**config.mk**
```make
export PLATFORM = sky130hd
export DESIGN_NAME = if_stage
export DESIGN_NICKNAME = d
export VERILOG_FILES = /design/src/rtl/if_stage.sv
export SDC_FILE = /design/constraint.sdc
export NUM_CORES = 1
export LEC_CHECK = 0
export CORE_MARGIN = 2
export CORE_UTILIZATION = 45
export CTS_BUF_LIST = sky130_fd_sc_hd__clkbuf_4
export DETAILED_ROUTE_END_ITERATION = 12
export HOLD_SLACK_MARGIN = 0.15
export PLACE_DENSITY = 0.76
export SLEW_MARGIN = 10
export SYNTH_ARGS = -nofsm -noshare
export SYNTH_HDL_FRONTEND = slang
export SYNTH_SLANG_ARGS = --single-unit
```
**constraint.sdc**
```tcl
create_clock -name clk -period 3.4 [get_ports clk]
set_clock_uncertainty 0.15 [all_clocks]
set_input_delay 1.02 -clock clk [delete_from_list [all_inputs] [get_ports clk]]
set_output_delay 1.02 -clock clk [all_outputs]
set_load 0.1 [all_outputs]
```
**src/rtl/if_stage.sv**
```systemverilog
// if_stage: RISC-V instruction fetch stage with PC, IF/ID register and bring-up counters
module if_stage #(
  parameter logic [31:0] RESET_PC  = 32'h0000_0000,
  parameter logic [31:0] NOP_INSTR = 32'h0000_0013,
  parameter int          CNT_W     = 16
) (
  input  logic             clk,
  input  logic             reset,
  input  logic             stall,
  input  logic             redirect,
  input  logic [31:0]      redirect_target,
  output logic [31:0]      pc_out,
  input  logic [31:0]      instruction,
  output logic [31:0]      if_id_pc,
  output logic [31:0]      if_id_pc_plus4,
  output logic [31:0]      if_id_instr,
  output logic             if_id_valid,
  output logic             misalign_err,
  output logic [CNT_W-1:0] fetch_count,
  output logic [CNT_W-1:0] flush_count
);
  logic [31:0]      r_pc;
  logic [31:0]      r_id_pc;
  logic [31:0]      r_id_pc4;
  logic [31:0]      r_id_instr;
  logic             r_id_valid;
  logic             r_mis;
  logic [CNT_W-1:0] r_fcnt;
  logic [CNT_W-1:0] r_xcnt;
  logic [31:0]      w_pc4;
  logic             w_fetch;

  assign w_pc4   = r_pc + 32'd4;
  assign w_fetch = !redirect && !stall;

  // PC and IF/ID register: redirect flushes, stall holds, otherwise advance
  always_ff @(posedge clk or negedge reset)
    if (!reset) begin
      r_pc       <= {RESET_PC[31:2], 2'b00};
      r_id_pc    <= '0;
      r_id_pc4   <= '0;
      r_id_instr <= NOP_INSTR;
      r_id_valid <= 1'b0;
    end else if (redirect) begin
      r_pc       <= {redirect_target[31:2], 2'b00};
      r_id_pc    <= '0;
      r_id_pc4   <= '0;
      r_id_instr <= NOP_INSTR;
      r_id_valid <= 1'b0;
    end else if (!stall) begin
      r_pc       <= w_pc4;
      r_id_pc    <= r_pc;
      r_id_pc4   <= w_pc4;
      r_id_instr <= instruction;
      r_id_valid <= 1'b1;
    end

  // Saturating counters and sticky misaligned-target flag
  always_ff @(posedge clk or negedge reset)
    if (!reset) begin
      r_mis  <= 1'b0;
      r_fcnt <= '0;
      r_xcnt <= '0;
    end else begin
      if (redirect && redirect_target[1:0] != 2'b00) r_mis <= 1'b1;
      if (redirect) r_xcnt <= r_xcnt + CNT_W'(!(&r_xcnt));
      if (w_fetch) r_fcnt <= r_fcnt + CNT_W'(!(&r_fcnt));
    end

  assign pc_out         = r_pc;
  assign if_id_pc       = r_id_pc;
  assign if_id_pc_plus4 = r_id_pc4;
  assign if_id_instr    = r_id_instr;
  assign if_id_valid    = r_id_valid;
  assign misalign_err   = r_mis;
  assign fetch_count    = r_fcnt;
  assign flush_count    = r_xcnt;
endmodule

```
Word level (Yosys, flattened, before mapping)
Index checks and enable logic that the tools add are counted.
{"block": "totals", "elab_cells": 30, "ff_bits": 162, "out_inout_bits": 162}
{"block": "classes", "reduce_logical": 9, "mux": 9, "add_sub_neg": 3, "eq_ne": 1}
{"cell": "two-way mux 32 bit", "n": 7}
{"cell": "adder 16 x 1 -> 16 bit", "n": 2}
{"cell": "adder 32 x 3 -> 32 bit, second input constant", "n": 1}
{"cell": "AND reduction 16 bit", "n": 2}
{"cell": "logical NOT 1 bit", "n": 4}
{"cell": "logical AND 1 bit", "n": 2}
{"cell": "two-way mux 1 bit", "n": 2}
{"cell": "!= test 2 x 1 -> 1 bit, second input constant", "n": 1}
{"cell": "nonzero test 2 bit", "n": 1}

Longest topological paths before layout
Gate-level depths: netlist of the first run.
{"block": "depth", "word_depth": 3, "depth_mapped": 9, "ltp_nobuf": 9}

Worst setup path after synthesis of the first run
No wires, ideal clock.
{"block": "synth_path", "path_kind": "register to register", "startpoint": "register r_xcnt[5], in the netlist flush_count[5]", "endpoint": "register r_xcnt[8], in the netlist flush_count[8]", "period_less_slack_ps": 3085, "setup_ps": 162, "n_path_buf": 0, "slack_ps": 315, "path_stages_with_launch": 10, "arrival_time_ps": 2773, "path_cell_list": "dfrtp_1 -> nand4_1 -> nor3_1 -> nand4_1 -> ha_1 -> ha_1 -> nand2_1 -> nor2_1 -> and4_1 -> xor2_1"}
{"block": "synth_between", "elab_chain_cells": 3}
{"element": "start: declaration", "line_no": "29", "source": "logic [CNT_W-1:0] r_xcnt;"}
{"element": "start signal: assignment", "line_no": "66", "source": "if (redirect) r_xcnt <= r_xcnt + CNT_W'(!(&r_xcnt));"}
{"element": "AND reduction 16 bit", "line_no": "66"}
{"element": "logical NOT 1 bit", "line_no": "66"}
{"element": "adder 16 x 1 -> 16 bit *", "line_no": "66"}
Mark *: on every way between the ends. The rest lies on a longest branch, timed or not.
A chain may end at the register's enable or synchronous reset.

Worst setup path in the final report of the first run
{"block": "layout_path", "startpoint": "register r_pc[2], in the netlist pc_out[2]", "endpoint": "register r_id_pc4[22], in the netlist if_id_pc_plus4[22]"}
{"block": "layout_between", "elab_chain_cells": 3}
{"element": "start: declaration", "line_no": "22", "source": "logic [31:0] r_pc;"}
{"element": "start signal: assignment", "line_no": "39", "source": "r_pc <= {RESET_PC[31:2], 2'b00};"}
{"element": "start signal: assignment", "line_no": "45", "source": "r_pc <= {redirect_target[31:2], 2'b00};"}
{"element": "start signal: assignment", "line_no": "51", "source": "r_pc <= w_pc4;"}
{"element": "adder 32 x 3 -> 32 bit", "line_no": "33", "source": "assign w_pc4 = r_pc + 32'd4;"}
{"element": "two-way mux 32 bit", "line_no": "50", "source": "end else if (!stall) begin"}
{"element": "two-way mux 32 bit", "line_no": "44", "source": "end else if (redirect) begin"}
{"element": "end signal: assignment", "line_no": "53", "source": "r_id_pc4 <= w_pc4;"}
{"element": "end: declaration", "line_no": "24", "source": "logic [31:0] r_id_pc4;"}
No other way between the ends. The select of a mux whose other input is x is not followed.

==> flow_summary.toml, run 1 <==
[clock_network]
cts_root_buffer = "clkbuf_4"
cts_hold_buf = 0
post_cts_resized = 0
cts_tree = "yes"
cts_made_buffers = 17
htree_levels = 4
cts.path.max_buffers = 2
clock_latency_ns = 0.57
cts_setup_buffers = 0
clk_pin_slew_ns = 0.14
clkSinkCount = 157

[job]
drv_cap = 0

[detailed_routing]
wl_per_cell_um = 17.2
drc_errors = 0
drt-initial-drc-count = 429
dr.pass1.iters = 5
via_per_inst = 5.33
postRouteAntennaNets = 0
wl_um = 20000
vias = 6202

[sta]
clock.fmax_mhz = 354
setup_viol = 0
rsz0062_at_grt = "no"
setup_ws_ns = 0.577
fin_crit_ns = 2.82
drv_slew = 0
slew_headroom_pct = 44.2
hold_ws_ns = 0.193
tns_ns = 0
hold_viol = 0
tightestPinTransition_ns = 0.837
fin_crit_sh_pct = 83.0

[floorplanning]
die_w_um = 133
ioPinCount = 230
die-area_um2 = 17600
rows = 46
core_area_um2 = 16000
dieHeight_um = 133
initial_core_util_pct = 46.5

[yosys]
synth_top_area_share_pct = 51.8
ys_seq_area_share_pct = 52.9
async_reset_ff_share_pct = 100
syn_area_um2 = 7440
synth_flop_cell = "dfrtp_1"
synthTopCellsByArea = "dfrtp_1 52%, mux2i_1 7.7%, nor2_1 4.7%"
syn_area_per_cell_um2 = 10.2
synth_cell_types = 51
syn_inst = 731
ys_ff_latch = 157
yosys.area.top_type = "dfrtp_1"
synth_edf_count = 0
yosysWarnings = 0

[final_layout]
instances_no_fill = 1164
seq_area_um2 = 3930
synthToLayoutAreaGrowth_pct = 31.5
fillers = 1399
multi_input_area_um2 = 3190
finalNetCount = 1007
mostFrequentLayoutCells = "176 x buf_4, 154 x dfrtp_1, 94 x nor2_1"
drive_above_1_share_pct = 24.2
mostFrequentLayoutCell = "buf_4"

[placed_design]
gp_congestion = 0.800
hpwl_um = 14100
preCtsSetupSlack_ns = 0.516
port_buffers = 227
dp.cells = 1131

[critical_path]
cp_slowest_stage_delay_ns = 0.80
crit_path_end = "if_id_pc_plus4[22]"
crit_type = "flop to flop"
r2r-start = "pc_out[2]"
worstPathMaxFanout = 16
required_ns = 3.72
endpoint_kind = "flop"
path_common_cell = "or4_1"
r2r_end = "if_id_pc_plus4[22]"
cp-start-kind = "flop"
worstPathArrival_ns = 3.15
r2r_setup_slack_ns = 0.58
crit_path_start = "pc_out[2]"
slowest_stage = "or4_1"
worst_r2r_path_depth = 5
cp_cell_sequence = "ha_1 -> nand2_1 -> or4_1 -> or4_1 -> a311oi_1"

[power_and_ir_drop]
p_comb_share_pct = 38.8
cellLeakagePower_uw = 0.00450
power_frac_clock_pct = 21.3
p_seq_share_pct = 39.8
intPower_uw = 3090
pwr_density_cell_nw_per_um2 = 584
peakVddDrop_mv = 0.345
p_sw_share_pct = 45.8
p_sw_uw = 2610

[min_path]
hp-class = "input pin to async pin"

[global_route]
antenna_found_initial = 1
overflow = 0
grt_max_degree = 78
grt.total_usage_pct = 23.0
grt_pass1_vias = 5983
grt_pass1_wl_um = 32400

[outcome]
status = "finished clean"
==> worst max-delay path, delay by kind of cell, from the launching register on <==
| kind | cells | cell delay [ns] |
|---|---|---|
| and+or+nand+nor | 3 | 1.54 |
| AOI/OAI and AO/OA | 1 | 0.27 |
| DFF | 1 | 0.50 |
| adders and majority gates | 1 | 0.27 |
==> metal layers <==
layer	GRT usage (%)	up-vias	part of all wire (%)
met3	5.94	24	6.5
li1	-	2994	-
met2	36.3	195	48
met4	7.41	0	1.6
met1	31.3	2989	43
met5	0	-	0
==> synth_stat cells, types with 4 or more instances <==
cell      count
and4_1        5
or3_1         9
inv_1        13
or4_1        17
and3_1        4
o211ai_1      7
clkbuf_1     40
buf_4         7
o21ai_0      31
ha_1          5
a21oi_1      15
buf_2         8
nand2_1      64
a311oi_1     10
a221oi_1      6
nor2_1       94
nand4_1      22
xnor2_1      39
a211oi_1      7
xor2_1       11
or2_2         5
nor4_1        6
mux2_2        4
o31ai_1       4
a31oi_1       7
mux2i_1      57
dfrtp_1     154
nor3_1       19
nand3_1      21
==> cells by family (layout without fill, tap and decap cells) <==
logic type | Yosys count | after routing | synth area share, %
DFF | 157 | 157 | 52.9
other | 1 | 3 | 0.0504
adders and majority gates | 5 | 5 | 0.841
muxes | 61 | 61 | 8.28
AOI/OAI and AO/OA | 102 | 102 | 9.19
xor gates and xnor gates | 50 | 50 | 5.89
and+or+nand+nor | 280 | 280 | 18.5
buffers and inverters | 75 | 290 | 4.32
==> flip-flops by register name, indices dropped and copies added (netlist names) <==
register and cells:
if_id_instr 32, if_id_pc 31, if_id_pc_plus4 30, pc_out 30
fetch_count 16, flush_count 16, if_id_valid 1, misalign_err 1
==> metrics by stage <==
stage / power (µW) / cell area [µm²] / util, %
3_5_place_dp: 4530 / 9470 / 59.2
5_1_grt: 5940 / 9780 / 61.1
2_1_floorplan: 3950 / 7440 / -
6_report: 5710 / 9780 / 61.1
3_3_place_gp: 4510 / 9470 / 59.2
4_1_cts: 5740 / 9780 / 61.1
==> worst min path at each step <==
stage	endpoint	slack (ns)	cells past startpoint
after CTS	fetch_count[11]	0.18	1
after detailed placement	if_id_valid	0.32	1
final	fetch_count[13]	0.19	1
after floorplan	fetch_count[0]	0.57	0
after global placement	misalign_err	0.30	1
after global routing	fetch_count[15]	0.18	1
==> cell type report <==
cell class / instances / area share [%]
Timing Repair Buffer: 244 / 20.8
Clock inverter: 11 / 1.47
Antenna cell: 1 / 0.0256
Tap cell: 216 / 2.76
Clock buffer: 21 / 1.61
Multi-Input combinational cell: 500 / 32.6
Inverter: 14 / 0.537
Sequential cell: 157 / 40.2
==> power by group through the flow <==
stage | sequential (µW) | combinational [µW] | clock, µW
6_report | 2270 | 2220 | 1220
5_1_grt | 2310 | 2310 | 1320
4_1_cts | 2270 | 2230 | 1240
3_5_place_dp | 2310 | 2230 | 0
3_3_place_gp | 2300 | 2210 | 0
2_1_floorplan | 3540 | 417 | 0
Power figures use the tool's default switching activity.
==> run 2, diff against run 1 <==
Settings changed: CORE_UTILIZATION 45 to 44, PLACE_DENSITY 0.76 to 0.77.
Clock period 3.4 ns to 2.3 ns, I/O delays scaled along.
==> flow_summary.toml, run 2 (synthesized netlist as in run 1, its figures left out) <==
[sta]
hold_viol = 0
clock.fmax_mhz = 431
fin_crit_ns = 2.32
rsz0062_at_grt = "yes"
drv_slew = 0
tns_ns = -0.0221
setup_ws_ns = -0.0221
setup_viol = 1
fin_crit_sh_pct = 101

[power_and_ir_drop]
p_comb_share_pct = 43.6
cellLeakagePower_uw = 0.00538
pwr_density_cell_nw_per_um2 = 773
power_frac_clock_pct = 20.7
p_sw_share_pct = 42.3
p_seq_share_pct = 35.7
p_sw_uw = 4130
peakVddDrop_mv = 0.476
intPower_uw = 5640
power_uw = 9760

[final_layout]
drive_above_1_share_pct = 36.1
largest_reg_flops = 32
synthToLayoutAreaGrowth_pct = 69.9
mostFrequentLayoutCells = "165 x buf_12, 98 x dfrtp_1, 93 x nor2_1"
instances_no_fill = 1227
mostFrequentLayoutCell = "buf_12"
finalNetCount = 1066
fin_area_um2 = 12600

[detailed_routing]
vias = 6725
via_per_inst = 5.48
postRouteAntennaNets = 0
drc_errors = 0
dr.pass1.iters = 9
drt-initial-drc-count = 494
wl_um = 22500
wl_per_cell_um = 18.4

[placed_design]
dp.cells = 1174
preCtsSetupSlack_ns = -0.198
hpwl_um = 16100
port_buffers = 227
place_area_um2 = 12000
gp_congestion = 0.867

[outcome]
violations = "setup timing"
status = "finished with violations"

[clock_network]
clk_pin_slew_ns = 0.13
clkSinkCount = 157
cts_root_buffer = "clkbuf_4"
htree_levels = 4
clock_latency_ns = 0.57
cts_made_buffers = 17
cts_tree = "yes"
cts.path.max_buffers = 2

[floorplanning]
ioPinCount = 230
rows = 47
die_w_um = 134
dieHeight_um = 134
initial_core_util_pct = 45.0
core_area_um2 = 16500
die-area_um2 = 18000

[critical_path]
worstPathArrival_ns = 2.64
cp-start-kind = "flop"
worstPathMaxFanout = 12
required_ns = 2.62
r2r_end = "if_id_pc_plus4[27]"
endpoint_kind = "flop"
r2r-start = "pc_out[15]"
worst_r2r_path_depth = 4
crit_type = "flop to flop"
r2r_setup_slack_ns = -0.02

[global_route]
grt_pass1_wl_um = 36200
grt_pass1_vias = 6770
grt_max_degree = 61
overflow = 0
grt.total_usage_pct = 25.5
antenna_found_initial = 1

[min_path]
hp-class = "input pin to flop"
hold-path-endpoint = "if_id_pc[12]"
hold_start = "redirect"
holdPathStages = 2

[job]
drv_cap = 0
run 2: changes by cell type in the layout (fill, tap and decap cells not counted), sizes merged:
| cell | change |
|---|---|
| buf | +58 |
| clkbuf | -3 |
| clkinv | +3 |
| clkinvlp | -3 |
| bufinv | +2 |
| dlygate4sd3 | +1 |
| inv | +1 |
run 2: repair_timing:
item,4_1_cts,5_1_grt
gates resized for setup,4,18
hold buffers,1,0
endpoints found under the setup margin,7,29
pin swaps,0,8
setup buffers,5,14
endpoints found under the hold margin,66,0
run 2: power groups by stage:
stage | logic, µW | registers [µW] | clock network, µW
6_report | 4260 | 3490 | 2020
3_3_place_gp | 4130 | 3530 | 0
5_1_grt | 4410 | 3530 | 2150
2_1_floorplan | 664 | 5300 | 0
4_1_cts | 4210 | 3480 | 2060
3_5_place_dp | 4180 | 3540 | 0
run 2: cell type report:
cell class	instances	area, µm²
flip-flops and latches	157	4080
multi-input cells	500	3320
clock buffers	18	135
clock inverters	14	219
repair buffers	303	4540
fillers	1059	3890
diodes	1	2.50
well taps	220	275
inverters	14	52.6
run 2: through the flow:
stage               hold slack, ns  utilization, %
CTS                          0.321            75.4
global placement             0.350            72.9
finish                       0.358            76.4
detailed placement           0.362            72.9
global route                 0.354            76.4
floorplan                    0.244               -
run 2: worst max-delay path, cell delays in order, from the launching register on:
cell and delay [ns]:
dfrtp_4 0.54, nand4_1 0.17, or4_4 0.66, or4_1 0.45, a311oi_2 0.28
run 2: per-layer routing:
metal	up-vias	share of wire, %	GRT usage [%]
li1	3103	-	-
met1	3307	39	32.4
met2	275	52	42.8
met3	40	6.8	6.50
met4	0	2.0	8.16
met5	-	0	0
run 2: worst max-delay path by stage:
stage               startpoint                 end  slack (ns)  cells past startpoint
finish              pc_out[15]  if_id_pc_plus4[27]       -0.02                      4
floorplan           pc_out[11]  if_id_pc_plus4[27]       -0.12                      5
CTS                  pc_out[7]  if_id_pc_plus4[27]      -0.002                      5
detailed placement       stall  if_id_pc_plus4[31]       -0.20                      6
global route         pc_out[6]  if_id_pc_plus4[27]       -0.11                      5
global placement         stall          pc_out[30]       -0.01                      5
==> run 3, diff against run 2 <==
Settings changed: CTS_CLUSTER_SIZE set to 28.
==> results of run 3 <==
Final layout, timing and power as in run 2 (identical DEF).
